--- config.mk ---
export PLATFORM = sky130hd
export DESIGN_NAME = role_mem_rd_arb
export DESIGN_NICKNAME = d
export VERILOG_FILES = /design/src/rtl/role_mem_rd_arb.sv
export SDC_FILE = /design/constraint.sdc
export NUM_CORES = 1
export LEC_CHECK = 0
export ABC_AREA = 1
export ABC_CLOCK_PERIOD_IN_PS = 1600
export BUFFER_PORTS_ARGS = -buffer_cell sky130_fd_sc_hd__buf_2
export CAP_MARGIN = 30
export CORE_AREA = 2 2 361 363
export CTS_CLUSTER_DIAMETER = 30
export DETAILED_ROUTE_END_ITERATION = 7
export DIE_AREA = 0 0 363 365
export SLEW_MARGIN = 20
export SYNTH_ARGS = -nofsm -noshare
export SYNTH_HDL_FRONTEND = slang
export SYNTH_SLANG_ARGS = --single-unit
--- constraint.sdc ---
create_clock -name aclk -period 1.6 [get_ports aclk]
set_clock_uncertainty 0.2 [all_clocks]
set_input_delay 0.16 -clock aclk [delete_from_list [all_inputs] [get_ports aclk]]
set_output_delay 0.16 -clock aclk [all_outputs]
set_load 0.01 [all_outputs]
--- src/rtl/role_mem_rd_arb.sv ---
// role_mem_rd_arb: round-robin arbiter that lets two read requesters share one memory read port.
// A burst owns the shared port from its AR grant until the beat that carries m_rlast.
module role_mem_rd_arb #(
    parameter int ADDR_W = 36,
    parameter int DATA_W = 256
) (
    input  logic              aclk,
    input  logic              aresetn,

    input  logic [ADDR_W-1:0] s0_araddr,
    input  logic [7:0]        s0_arlen,
    input  logic [2:0]        s0_arsize,
    input  logic [1:0]        s0_arburst,
    input  logic              s0_arvalid,
    output logic              s0_arready,
    output logic [DATA_W-1:0] s0_rdata,
    output logic [1:0]        s0_rresp,
    output logic              s0_rlast,
    output logic              s0_rvalid,
    input  logic              s0_rready,

    input  logic [ADDR_W-1:0] s1_araddr,
    input  logic [7:0]        s1_arlen,
    input  logic [2:0]        s1_arsize,
    input  logic [1:0]        s1_arburst,
    input  logic              s1_arvalid,
    output logic              s1_arready,
    output logic [DATA_W-1:0] s1_rdata,
    output logic [1:0]        s1_rresp,
    output logic              s1_rlast,
    output logic              s1_rvalid,
    input  logic              s1_rready,

    output logic [ADDR_W-1:0] m_araddr,
    output logic [7:0]        m_arlen,
    output logic [2:0]        m_arsize,
    output logic [1:0]        m_arburst,
    output logic              m_arvalid,
    input  logic              m_arready,
    input  logic [DATA_W-1:0] m_rdata,
    input  logic [1:0]        m_rresp,
    input  logic              m_rlast,
    input  logic              m_rvalid,
    output logic              m_rready,

    output logic [1:0]        gnt,
    output logic              err_rlast
);

    // state   | meaning
    // IDLE    | no owner; arbitrate and accept one AR
    // ADDR    | latched AR presented on the shared port
    // DATA    | R beats routed to the owner until m_rlast
    typedef enum logic [1:0] {
        ST_IDLE = 2'd0,
        ST_ADDR = 2'd1,
        ST_DATA = 2'd2
    } state_t;

    state_t            state_q, state_d;
    logic              ptr_q, ptr_d;
    logic [1:0]        gnt_q, gnt_d;
    logic [ADDR_W-1:0] araddr_q, araddr_d;
    logic [7:0]        arlen_q, arlen_d;
    logic [2:0]        arsize_q, arsize_d;
    logic [1:0]        arburst_q, arburst_d;
    logic [7:0]        beat_cnt_q, beat_cnt_d;
    logic              err_q, err_d;

    logic any_valid;
    logic win;
    logic sel_rready;
    logic r_hs;
    logic beat_is_last;

    // ptr_q holds the last granted index, so a tie goes to the other requester.
    always_comb begin
        any_valid = s0_arvalid | s1_arvalid;
        if (s0_arvalid && s1_arvalid) begin
            win = ~ptr_q;
        end else begin
            win = s1_arvalid;
        end
        sel_rready   = gnt_q[1] ? s1_rready : s0_rready;
        r_hs         = (state_q == ST_DATA) & m_rvalid & sel_rready;
        beat_is_last = (beat_cnt_q == arlen_q);
    end

    always_ff @(posedge aclk or negedge aresetn) begin
        if (!aresetn) begin
            state_q    <= ST_IDLE;
            ptr_q      <= 1'b1;
            gnt_q      <= 2'b00;
            araddr_q   <= '0;
            arlen_q    <= '0;
            arsize_q   <= '0;
            arburst_q  <= '0;
            beat_cnt_q <= '0;
            err_q      <= 1'b0;
        end else begin
            state_q    <= state_d;
            ptr_q      <= ptr_d;
            gnt_q      <= gnt_d;
            araddr_q   <= araddr_d;
            arlen_q    <= arlen_d;
            arsize_q   <= arsize_d;
            arburst_q  <= arburst_d;
            beat_cnt_q <= beat_cnt_d;
            err_q      <= err_d;
        end
    end

    always_comb begin
        state_d    = state_q;
        ptr_d      = ptr_q;
        gnt_d      = gnt_q;
        araddr_d   = araddr_q;
        arlen_d    = arlen_q;
        arsize_d   = arsize_q;
        arburst_d  = arburst_q;
        beat_cnt_d = beat_cnt_q;
        err_d      = err_q;
        case (state_q)
            ST_IDLE: begin
                if (any_valid) begin
                    state_d = ST_ADDR;
                    gnt_d   = win ? 2'b10 : 2'b01;
                    if (win) begin
                        araddr_d  = s1_araddr;
                        arlen_d   = s1_arlen;
                        arsize_d  = s1_arsize;
                        arburst_d = s1_arburst;
                    end else begin
                        araddr_d  = s0_araddr;
                        arlen_d   = s0_arlen;
                        arsize_d  = s0_arsize;
                        arburst_d = s0_arburst;
                    end
                end
            end
            ST_ADDR: begin
                if (m_arready) begin
                    state_d    = ST_DATA;
                    beat_cnt_d = 8'd0;
                end
            end
            ST_DATA: begin
                if (r_hs) begin
                    beat_cnt_d = beat_cnt_q + 8'd1;
                    // Flag rlast early or missing; the burst still ends only on m_rlast.
                    if (m_rlast != beat_is_last) begin
                        err_d = 1'b1;
                    end
                    if (m_rlast) begin
                        state_d = ST_IDLE;
                        ptr_d   = gnt_q[1];
                        gnt_d   = 2'b00;
                    end
                end
            end
            default: begin
                state_d = ST_IDLE;
                gnt_d   = 2'b00;
            end
        endcase
    end

    // Reset gates arready because the IDLE arbitration is otherwise purely combinational.
    always_comb begin
        s0_arready = aresetn & (state_q == ST_IDLE) & any_valid & ~win;
        s1_arready = aresetn & (state_q == ST_IDLE) & any_valid & win;
        m_arvalid  = (state_q == ST_ADDR);
        m_araddr   = araddr_q;
        m_arlen    = arlen_q;
        m_arsize   = arsize_q;
        m_arburst  = arburst_q;
        m_rready   = (state_q == ST_DATA) & sel_rready;
        s0_rvalid  = (state_q == ST_DATA) & m_rvalid & gnt_q[0];
        s1_rvalid  = (state_q == ST_DATA) & m_rvalid & gnt_q[1];
        s0_rdata   = m_rdata;
        s1_rdata   = m_rdata;
        s0_rresp   = m_rresp;
        s1_rresp   = m_rresp;
        s0_rlast   = m_rlast;
        s1_rlast   = m_rlast;
        gnt        = gnt_q;
        err_rlast  = err_q;
    end

endmodule

==> summary.txt <==
Cells and area
  – Filler cells: 15,000
  – Share of cells above drive strength 1: 53.6%
  – Multi-input gate area: 2290 um2
  – Final net count: 1,100
  – Synth-to-Final Area Change: 30.3%
  – Sequential cell area: 1580 um2

Synth
  – Ys async rst share: 100%
  – Mapped Avg Cell Area: 7.66 um2
  – Synth warn: 0
  – Yosys reg bits: 63
  – Top-count cell post-synth: buf_4
  – Cell taking the most area after synthesis: buf_4
  – Post-synth EDFFs: 0
  – Yosys cell types: 24
  – Primary FF master, synth: dfrtp_1
  – Syn_nets: 1,301
  – Seq/Total Area, Yosys: 22.0%
  – Post-Syn Area: 7160 um2
  – Synth top area cells: buf_4, dfrtp_1, nand3_1, nand2_1, nand4_1
  – Synth top area share: 54.6%
  – Synth Instances: 935
  – Commonest cells in the netlist: buf_4, nand3_1, nand2_1

Critical path
  – Critical path arrival: 1.51 ns
  – CP required: 1.24 ns
  – Crit path kind: flop to primary output
  – Critical path endpoint category: primary output
  – CP max FO: 3
  – Startpoint types: flop

Power
  – Worst vdd ir: 0.740 mV
  – Sequential share of power: 22.2%
  – Internal Power: 7.66 mW
  – Pwr dens: 1500 nW/um2
  – Switching power total: 6.39 mW
  – Leakage Power: 3.74 nW
  – Clk pwr share: 15.3%
  – Sw Share: 45.5%
  – Combinational share of power: 62.5%
  – Total Power: 14.1 mW

CTS
  – Clock root buffer: clkbuf_16
  – Total CTS buffers: 9
  – Worst-Skew Late Latency: 0.38 ns
  – CTS Sinks: 63
  – Clock buffer depth: 2
  – CTS H-tree depth: 3
  – Clk slew on worst S/H paths: 0.06 ns
  – CTS tree: built

Floorplan
  – Core area: 129,000 um2
  – Initial core utilization: 5.57%
  – I/O pins: 941
  – DIE HEIGHT: 365 um
  – Die X: 363 um
  – Row count: 132
  – Die Area: 132,000 um2

STA
  – Endpoints failing hold: 0
  – Final TNS setup: -10.70 ns
  – RSZ-0062 raised after global routing: yes
  – Worst-Margin Slew: 0.480 ns
  – Slew Limit Fails: 0
  – Setup ws final: -0.271 ns
  – Final worst-path cycle share: 117%
  – Fmax: 534 MHz
  – Slew margin rel.: 68.0%
  – Final min period: 1.87 ns
  – Final setup violation count: 63

GRT
  – First-pass GRT wire length: 87,000 um
  – Antenna violations before repair: 17
  – Vias in the first global route: 5,450
  – GRT Total Usage: 11.0%
  – Total congestion overflow: 0
  – Pin count of the biggest net entering global routing: 45

Drt
  – Met2 routed WL: 33,100 um
  – DR iter-0 viols: 280
  – Via count: 5,496
  – Uppermost layer routed: met5
  – WL met3: 23,400 um
  – Final ANT Viol Nets: 0
  – Wl on met1: 17,200 um
  – Drt first pass iters: 5
  – Drt drc: 0
  – Drt wl/cell: 31.6 um
  – Vias per cell: 2.27
  – Final WL: 76,600 um

Run status
  – Failing checks: negative setup slack
  – Outcome: complete, but fails checks

Placement
  – Worst slack, placed: -0.193 ns
  – Post-DP HPWL: 65,300 um
  – Port Buffers: 166
  – GPL Wtd Cong: 0.827

Run
  – Maxcap violations: 0

Min path
  – Hold crit path type: input port to asynchronous set/reset pin
## power by group through the flow
stage,clock [mW],combinational [mW],sequential [mW]
after floorplan,0,3.31,3.03
after global placement,0,4.95,2.81
after detailed placement,0,4.99,2.79
after CTS,2.29,8.17,2.96
after global routing,2.31,9.41,3.19
final,2.15,8.79,3.11
## placed cells by master (no fill, tap or decap), drive strengths merged, types with 7 or more instances in the layout
| master | synthesis | routed |
|---|---|---|
| dlygate4sd3 | 0 | 99 |
| clkbuf | 12 | 15 |
| dfrtp | 62 | 62 |
| nand4 | 45 | 45 |
| nor2 | 16 | 16 |
| nand3 | 105 | 105 |
| nand2 | 104 | 104 |
| o21ai | 7 | 7 |
| buf | 534 | 232 |
| diode | 0 | 12 |
| inv | 32 | 31 |
## metal layers
layer	up-vias	global-route usage (%)
li1	2094	-
met1	2373	7.14
met2	873	16.5
met3	148	16.0
met4	8	3.58
met5	-	0.908
## flip-flops by register name, indices dropped and copies added, names as in the netlist
| signal | flops |
|---|---|
| m_arsize | 3 |
| ptr_q | 1 |
| beat_cnt_q | 8 |
| m_araddr | 36 |
| err_rlast | 1 |
| m_arlen | 8 |
| state_q | 2 |
| m_arburst | 2 |
| gnt | 2 |
## critical path, cell delays in order, from the launching register on
cell and delay, ns:
dfrtp_1 0.41, buf_6 0.15, nor2_4 0.13, buf_6 0.13, nand3_4 0.07, nor2_2 0.11
buf_2 0.13
## worst paths after layout
kind	startpoint	to	slack (ns)	depth (start not counted)
min reg2reg	err_rlast	err_rlast	0.30	2
min in group aclk	m_rlast	err_rlast	0.12	4
max in group asynchronous	aresetn	m_araddr[18]	0.41	3
max	state_q[0]	s1_arready	-0.27	6
max reg2reg	state_q[0]	m_arsize[1]	-0.27	7
min	aresetn	m_arlen[1]	0.08	2
## layout make-up
| class | count | area share (%) |
|---|---|---|
| Sequential cell | 63 | 16.9 |
| Antenna cell | 12 | 0.322 |
| Inverter | 32 | 1.70 |
| Clock inverter | 4 | 0.482 |
| Clock buffer | 12 | 2.64 |
| Timing Repair Buffer | 334 | 31.0 |
| Tap cell | 1675 | 22.4 |
| Multi-Input combinational cell | 294 | 24.5 |
## logic make-up (layout without fill, tap and decap cells)
logic type	Yosys count	in the layout	share of synthesized area, %
AOI/OAI and AO/OA	17	17	1.48
xor gates and xnor gates	4	4	0.489
adders and majority gates	1	1	0.175
buffers and inverters	578	382	57.8
DFF	63	63	22.0
other	0	12	0
and+or+nand+nor	272	272	18.0
## through the flow
step / util (%) / std cells / cell area (um2) / hold WS, ns
5_1_grt: 7.24 / 2417 / 9320 / 0.0644
4_1_cts: 6.88 / 2410 / 8850 / 0.0505
3_3_place_gp: 5.01 / 2264 / 6440 / -0.202
3_5_place_dp: 5.01 / 2264 / 6440 / -0.203
2_1_floorplan: - / 935 / 7160 / -0.336
6_report: 7.26 / 2426 / 9340 / 0.0778
## repair_timing
item,4_1_cts,5_1_grt
endpoints found under the setup margin,63,69
resized for setup,167,96
hold buffers,99,0
endpoints found under the hold margin,117,0
pin swaps,45,38
gates cloned,10,3
setup buffers,23,4
(Power assumes the default switching activity.)
